--- config.mk ---
export PLATFORM = sky130hd
export DESIGN_NAME = fifo_uart_tx
export DESIGN_NICKNAME = d
export VERILOG_FILES = /design/src/rtl/uart_tx_pkg.sv /design/src/rtl/uart_baud_tick.sv /design/src/rtl/fifo_uart_tx.sv
export SDC_FILE = /design/constraint.sdc
export NUM_CORES = 1
export LEC_CHECK = 0
export BUFFER_PORTS_ARGS = -buffer_cell sky130_fd_sc_hd__buf_2
export CAP_MARGIN = 20
export CORE_AREA = 2 2 54 76
export DETAILED_ROUTE_END_ITERATION = 12
export DIE_AREA = 0 0 56 78
export PLACE_DENSITY = 0.53
export SLEW_MARGIN = 15
export SYNTH_ARGS = -nofsm -noshare
export SYNTH_HDL_FRONTEND = slang
export SYNTH_SLANG_ARGS = --single-unit
--- constraint.sdc ---
create_clock -name clk -period 2.85 [get_ports clk]
set_clock_uncertainty 0.1 [all_clocks]
set_input_delay 0.57 -clock clk [delete_from_list [all_inputs] [get_ports clk]]
set_output_delay 0.57 -clock clk [all_outputs]
set_load 0.05 [all_outputs]
--- src/rtl/uart_tx_pkg.sv ---
// Shared types and constants for the FIFO-fed UART transmitter.
package uart_tx_pkg;

  localparam int unsigned DATA_BITS = 8;
  localparam int unsigned BIT_IDX_W = $clog2(DATA_BITS);

  localparam logic LINE_IDLE  = 1'b1;
  localparam logic LINE_START = 1'b0;
  localparam logic LINE_STOP  = 1'b1;

  typedef enum logic [2:0] {
    IDLE   = 3'd0,
    FETCH  = 3'd1,
    LOAD   = 3'd2,
    START  = 3'd3,
    DATA   = 3'd4,
    PARITY = 3'd5,
    STOP   = 3'd6
  } tx_state_t;

  // Parity bit for a data byte; odd=1 flips even parity into odd parity.
  function automatic logic parity_of(input logic [DATA_BITS-1:0] data, input logic odd);
    return (^data) ^ odd;
  endfunction

endpackage

--- src/rtl/uart_baud_tick.sv ---
// Bit-period timer: tick marks the last cycle of a bit, tick_pre the cycle before it.
module uart_baud_tick #(
  parameter int unsigned CLKS_PER_BIT = 16
) (
  input  logic clk,
  input  logic reset,
  input  logic clear,
  output logic tick,
  output logic tick_pre
);

  localparam int unsigned CNT_W = (CLKS_PER_BIT > 1) ? $clog2(CLKS_PER_BIT) : 1;
  localparam logic [CNT_W-1:0] CNT_LAST = CNT_W'(CLKS_PER_BIT - 1);
  localparam logic [CNT_W-1:0] CNT_PRE  = CNT_W'(CLKS_PER_BIT - 2);

  logic [CNT_W-1:0] cnt_q;
  logic [CNT_W-1:0] cnt_d;
  logic             tick_q;
  logic             pre_q;

  always_comb begin
    cnt_d = cnt_q + CNT_W'(1);
    if (clear || (cnt_q == CNT_LAST)) begin
      cnt_d = '0;
    end
  end

  // Flags are registered against the next count so they line up with cnt_q.
  always_ff @(posedge clk or negedge reset) begin
    if (!reset) begin
      cnt_q  <= '0;
      tick_q <= 1'b0;
      pre_q  <= 1'b0;
    end else begin
      cnt_q  <= cnt_d;
      tick_q <= (cnt_d == CNT_LAST);
      pre_q  <= (cnt_d == CNT_PRE);
    end
  end

  assign tick     = tick_q;
  assign tick_pre = pre_q;

endmodule

--- src/rtl/fifo_uart_tx.sv ---
// UART transmitter draining a byte FIFO: one pop per frame, start bit,
// 8 data bits LSB-first, optional parity, 1 or 2 stop bits.
module fifo_uart_tx
  import uart_tx_pkg::*;
#(
  parameter int unsigned CLKS_PER_BIT = 16,
  parameter int unsigned PARITY_EN    = 0,
  parameter int unsigned PARITY_ODD   = 0,
  parameter int unsigned STOP_BITS    = 1
) (
  input  logic                 clk,
  input  logic                 reset,
  input  logic                 fifo_empty,
  input  logic [DATA_BITS-1:0] fifo_data,
  output logic                 fifo_rd_en,
  output logic                 tx,
  output logic                 busy,
  output logic                 frame_done
);

  localparam logic [BIT_IDX_W-1:0] LAST_BIT = BIT_IDX_W'(DATA_BITS - 1);
  localparam logic HAS_PARITY = (PARITY_EN != 0);
  localparam logic ODD_PARITY = (PARITY_ODD != 0);
  localparam logic TWO_STOPS  = (STOP_BITS > 1);

  tx_state_t            state_q;
  logic [DATA_BITS-1:0] shift_q;
  logic                 parity_q;
  logic [BIT_IDX_W-1:0] bit_idx_q;
  logic                 stop_idx_q;
  logic                 tx_q;
  logic                 rd_en_q;
  logic                 busy_q;
  logic                 done_q;

  logic tick;
  logic tick_pre;
  logic baud_clear;
  logic last_stop;

  assign baud_clear = (state_q == LOAD);
  assign last_stop  = !TWO_STOPS || stop_idx_q;

  uart_baud_tick #(
    .CLKS_PER_BIT(CLKS_PER_BIT)
  ) u_baud (
    .clk      (clk),
    .reset    (reset),
    .clear    (baud_clear),
    .tick     (tick),
    .tick_pre (tick_pre)
  );

  // Frame sequencer; tx/rd_en/busy/done are set one edge ahead of their cycle.
  always_ff @(posedge clk or negedge reset) begin
    if (!reset) begin
      state_q    <= IDLE;
      shift_q    <= '0;
      parity_q   <= 1'b0;
      bit_idx_q  <= '0;
      stop_idx_q <= 1'b0;
      tx_q       <= LINE_IDLE;
      rd_en_q    <= 1'b0;
      busy_q     <= 1'b0;
      done_q     <= 1'b0;
    end else begin
      rd_en_q <= 1'b0;
      done_q  <= 1'b0;
      unique case (state_q)
        IDLE: begin
          tx_q <= LINE_IDLE;
          if (!fifo_empty) begin
            state_q <= FETCH;
            rd_en_q <= 1'b1;
            busy_q  <= 1'b1;
          end
        end
        FETCH: begin
          state_q <= LOAD;
        end
        LOAD: begin
          shift_q    <= fifo_data;
          parity_q   <= parity_of(fifo_data, ODD_PARITY);
          bit_idx_q  <= '0;
          stop_idx_q <= 1'b0;
          tx_q       <= LINE_START;
          state_q    <= START;
        end
        START: begin
          if (tick) begin
            tx_q    <= shift_q[0];
            state_q <= DATA;
          end
        end
        DATA: begin
          if (tick) begin
            if (bit_idx_q == LAST_BIT) begin
              if (HAS_PARITY) begin
                tx_q    <= parity_q;
                state_q <= PARITY;
              end else begin
                tx_q    <= LINE_STOP;
                state_q <= STOP;
              end
            end else begin
              tx_q      <= shift_q[1];
              shift_q   <= shift_q >> 1;
              bit_idx_q <= bit_idx_q + BIT_IDX_W'(1);
            end
          end
        end
        PARITY: begin
          if (tick) begin
            tx_q    <= LINE_STOP;
            state_q <= STOP;
          end
        end
        STOP: begin
          if (tick_pre && last_stop) begin
            done_q <= 1'b1;
          end
          if (tick) begin
            if (!last_stop) begin
              stop_idx_q <= 1'b1;
            end else if (!fifo_empty) begin
              state_q <= FETCH;
              rd_en_q <= 1'b1;
            end else begin
              state_q <= IDLE;
              busy_q  <= 1'b0;
            end
          end
        end
        default: begin
          state_q <= IDLE;
        end
      endcase
    end
  end

  assign fifo_rd_en = rd_en_q;
  assign tx         = tx_q;
  assign busy       = busy_q;
  assign frame_done = done_q;

endmodule

Word-level counts from Yosys, hierarchy flattened
Cells that the tools add are included.

Bits in registers: 24. Input port bits: 11. Output and inout port bits: 4. Logic and storage cells: 68.

$add $sub $neg: 2. Equality and inequality tests: 18. Multiplexer cells: 29. Reduce and logical (&&, ||, !) cells: 9.

Operator list (count): 2-to-1 mux 3 bit (8); one-hot mux 3 bit (7 select lines) (1); 2-to-1 mux 8 bit (2); one-hot mux 8 bit (2 select lines) (1); == test 3 bit (second input constant) (4); == test 4 bit (second input constant) (3); 2-to-1 mux 1 bit (12); != test 2 x 1 -> 1 bit (second input constant) (4); != test 2 bit (second input constant) (4); AND reduction 4 bit (2); == test 3 x 2 -> 1 bit (second input constant) (2); one-hot mux 3 bit (2 select lines) (1); AND reduction 6 bit (1); one-hot mux 1 bit (5 select lines) (1); nonzero test 5 bit (1); adder 4 x 1 -> 4 bit (second input constant) (1); 2-to-1 mux 4 bit (1); one-hot mux 1 bit (2 select lines) (2); nonzero test 2 bit (2); adder 3 x 1 -> 3 bit (second input constant) (1); == test 3 x 1 -> 1 bit (second input constant) (1); zero test 3 bit (1); AND reduction 3 bit (1); logical OR 1 bit (1).

Depth between registers and ports, before layout
Depth after elaboration: 4. Gate-level depth with buffers: 6.

Modules after synthesis
From an unflattened synthesis, not the netlist that was laid out.

Cell total of the unflattened synthesis: 111. Area, all modules: 1278.7 µm².

By module, submodules not included: fifo_uart_tx (times used 1, cells each 87, area each 1011.0 µm²); uart_baud_tick (times used 1, cells each 24, area each 267.8 µm²).

Worst setup path after synthesis
OpenSTA, ideal clock, no wires.

Kind: flip-flop to flip-flop. Start: register bit_idx_q[0]. End: register bit_idx_q[0]. Library setup time: 125 ps. Arrival time: 1683 ps. Required time: 2625 ps. Path slack: 942 ps. Cell stages (with the launch flop): 7. Clock period less this slack: 1908 ps. Path through: dfrtp_1 > ha_1 > ha_1 > nand4bb_1 > a21oi_1 > buf_2 > mux2_2.

Cells in the longest elaborated chain, start to end: 4. Elaborated cells on any way between the ends: 7.

RTL lines: start: declaration (RTL line fifo_uart_tx.sv:29) `logic [BIT_IDX_W-1:0] bit_idx_q;`; start signal: assignment (RTL line fifo_uart_tx.sv:108) `bit_idx_q <= bit_idx_q + BIT_IDX_W'(1);`; adder 3 x 1 -> 3 bit (RTL line fifo_uart_tx.sv:108); 2-to-1 mux 3 bit (RTL line fifo_uart_tx.sv:97) `if (bit_idx_q == LAST_BIT) begin`; 2-to-1 mux 3 bit (RTL line fifo_uart_tx.sv:96) `if (tick) begin`; one-hot mux 3 bit (2 select lines) (RTL line fifo_uart_tx.sv:69) `unique case (state_q)`.

Parallel ways exist; a longest one is shown, timed or not. The select of a mux whose other input is x is not followed. A chain may end at the register's enable or synchronous reset.

Worst setup path after layout
Start: register state_q[2]. End: register shift_q[5].

Cells in the longest elaborated chain, start to end: 3. Elaborated cells on any way between the ends: 7.

RTL lines: start: declaration (RTL line fifo_uart_tx.sv:26) `tx_state_t state_q;`; start signal: assignment (RTL line fifo_uart_tx.sv:57) `state_q <= IDLE;`; start signal: assignment (RTL line fifo_uart_tx.sv:73) `state_q <= FETCH;`; start signal: assignment (RTL line fifo_uart_tx.sv:79) `state_q <= LOAD;`; == test 3 bit or == test 3 x 2 -> 1 bit (tied branches) (RTL line fifo_uart_tx.sv:69); != test 2 bit (no line) (tied with other cells); AND reduction 3 bit (no line); end signal: assignment (RTL line fifo_uart_tx.sv:82) `shift_q <= fifo_data;`; end signal: assignment (RTL line fifo_uart_tx.sv:107) `shift_q <= shift_q >> 1;`; end: declaration (RTL line fifo_uart_tx.sv:27) `logic [DATA_BITS-1:0] shift_q;`.

Parallel ways exist; a longest one is shown, timed or not.

==> results.md <==
* Final WS setup at approximately 840 ps
* DRC violations left at 0
* Power per Cell Area at between 400 and 500 nW/um2
* Setup CP Type: reg2reg
* Drt pass-1 iters at 4
* Final Critical Period at roughly 2000 ps
* Post-Syn Area at 1200 um2
* Area Overhead vs Synth at 12.3%
* Clock power frac at 0.350
* # nets final at between 100 and 150
* Clk sinks at 24
* Root Buffer: clkbuf_8
* RSZ-0062 raised after global routing: no
* Max clock buf depth at 2
* Average wire per standard cell at ~13 um
* #FFs+latches synth at 24
* Post-synthesis cell type count at 35
* Place WS at ~800 ps
* GP Congestion at 0.698
* Worst r2r src: state_q[2]$_DFFE_PN0P_
* Run status: finished, final reports clean
* Grt ovf at 0
* Clock Latency Late Sink at 260 ps
* # Post-CTS Setup Buffers at 0
* Initial antenna violation count at 0
* Fmax at just under 0.5 GHz
* Endpoints failing setup at 0
* Worst hold path class: in2async
* First-pass GRT wire length at around 3600 um
* Reg power frac at 0.603
* CTS Buf Count at 3
* Synth top area share at 0.478
* ANT nets after route at 0
* Post-CTS sizing at 0
* Synth async-reset ratio at 1.00
* Syn. warnings at 0
* Sequential fraction of the synthesis area at 0.499
* Max-Cap Viols at 0
* Mean post-synth cell area at roughly 11 um2
* Post-synth EDFFs at 0
* Comb power frac at 0.048
* Ports at 15
* H-tree levels at 1
* Int Pwr at between 0.0004 and 0.0005 W
* Post-synth top area cell: dfrtp_1
* Hold-fix buffers, CTS at 0
* Row count at 26
* M3 GR Usage at 0.0267
* Initial drt markers at 24
* # port buffers at 14
* Worst slew pin tran at approximately 540 ps
* Die Y at approximately 78 um
* Flop-to-flop setup slack at roughly 840 ps
* Startpoint Class: flop
* Total negative slack at 0 ps
* Antenna diodes at 0
* Post-synthesis net count at around 120
* Initial Utilization at 0.331
* Total power at slightly below 0.0006 W
* Final period util at 0.707
* Fillers at about 390
* Worst vdd ir at 0.236 mV
* Final WL at 2040 um
* Vias per inst at roughly 5.0
* Rel. slew slack at 0.641
* Vias in the first global route at 816
* R2R depth at 3
* Switching power at roughly 0.00012 W
* Arrival time worst endpoint at just over 2000 ps
* Area contributors post-synth: dfrtp_1, mux2_2, ha_1, nor2b_1, dfstp_2
* Final Slew Violations at 0
* Static leakage at ~0.6 nW
* Full die area at between 4000 and 5000 um2
* Crit end category: flop
* Finished Cell Area at roughly 1400 um2
* Share of cells above drive strength 1 at 0.292
* Mapped Cells at around 110
* Post-Place Cell Area at around 1300 um2
* Final HPWL DP at 1470 um
* Placeable Area at approximately 3600 um2
* Switching Share at 0.208
* Fin. Hold Viols at 0
* GRT Resource Usage Total at 0.103
* CTS clk-pin slew, worst paths at about 90 ps
* Routed vias at about 810
* Die W at around 56 um
* Routing usage on met1 at 0.122
* Synth Flop Type: dfrtp_1
* CTS tree: built
* Maximum fanout along the worst path at 17
* GRT busiest layer: met2
* Largest net degree at the start of global routing at 25
* Global routing usage on met2 at 0.174
* Reg-to-Reg End: shift_q[5]$_DFFE_PN0P_
* CP required at between 2000 and 3000 ps
-- per-stage QoR --
| stage | instances | hold slack, ps | util |
|---|---|---|---|
| 6_report | 162 | 180 | 0.371 |
| 5_1_grt | 162 | 219 | 0.371 |
| 4_1_cts | 162 | 208 | 0.371 |
| 3_5_place_dp | 158 | 373 | 0.359 |
| 3_3_place_gp | 158 | 371 | 0.359 |
| 2_1_floorplan | 107 | 174 | - |
-- synthesized netlist by cell type (2+ instances only) --
master / instances
dfrtp_1: 23
mux2_2: 13
nand2_1: 7
nor2_1: 6
a21oi_1: 5
nor2b_1: 5
o21ai_0: 5
buf_2: 4
inv_1: 4
ha_1: 3
nor3b_1: 3
mux2_1: 2
mux2i_1: 2
nand2b_1: 2
nand3_1: 2
xor2_1: 2
-- layer usage --
layer,share of wire,wire length (um)
met5,0,0
met4,0.011,23
met3,0.045,91
met2,0.51,1040
met1,0.43,882
-- cell usage in the layout, fill, tap and decap left out, types with 2 or more instances in the layout --
master,n
dfrtp_1,23
buf_2,14
mux2_2,13
nand2_1,7
nor2_1,6
nor2b_1,5
a21oi_1,5
o21ai_0,5
inv_1,4
nor3b_1,3
ha_1,3
clkbuf_8,3
nand3_1,2
xor2_1,2
nand2b_1,2
mux2i_1,2
mux2_1,2
-- cell type report --
cell class / instances / area [um2] / share of cell area
clock buffers: 4 / 45.0 / 0.0333
inverters: 4 / 15.0 / 0.0111
multi-input cells: 73 / 561 / 0.414
flip-flops and latches: 24 / 602 / 0.445
well taps: 42 / 52.6 / 0.0389
repair buffers: 15 / 77.6 / 0.0574
-- power groups by stage --
stage	combinational (W)	clock (W)	sequential [W]
floorplan	0.0000101	0	0.000358
global placement	0.0000286	0	0.000356
detailed placement	0.0000289	0	0.000356
CTS	0.0000291	0.000212	0.000349
global route	0.0000319	0.000229	0.000350
finish	0.0000278	0.000203	0.000349
-- logic make-up after synthesis --
kind of cell             synth area share
AO/OA/AOI/OAI                       0.104
multiplexers                        0.157
adder cells (fa/ha/maj)            0.0312
AND/OR/NAND/NOR                     0.152
XOR/XNOR                           0.0218
buffers and inverters              0.0353
flip-flops                          0.499
-- sequential cells by signal (all words and copies together), names as in the netlist --
register / flops
shift_q: 8
u_baud.cnt_q: 4
frame_done: 1
state_q: 3
u_baud.tick_pre: 1
fifo_rd_en: 1
busy: 1
tx: 1
bit_idx_q: 3
u_baud.tick: 1
-- how the worst max path moves through the flow --
stage	startpoint	cells past startpoint	end
5_1_grt	state_q[2]$_DFFE_PN0P_	3	shift_q[5]$_DFFE_PN0P_
6_report	state_q[2]$_DFFE_PN0P_	3	shift_q[5]$_DFFE_PN0P_
4_1_cts	state_q[2]$_DFFE_PN0P_	3	shift_q[5]$_DFFE_PN0P_
3_3_place_gp	state_q[2]$_DFFE_PN0P_	3	shift_q[5]$_DFFE_PN0P_
3_5_place_dp	state_q[2]$_DFFE_PN0P_	3	shift_q[5]$_DFFE_PN0P_
2_1_floorplan	bit_idx_q[0]$_DFFE_PN0P_	6	bit_idx_q[0]$_DFFE_PN0P_
-- worst max-delay path: stages (launching register included) --
cell	delay (ps)
dfrtp_1	610
nor3b_4	520
mux2_2	390
mux2_1	280
(Power assumes the default switching activity.)
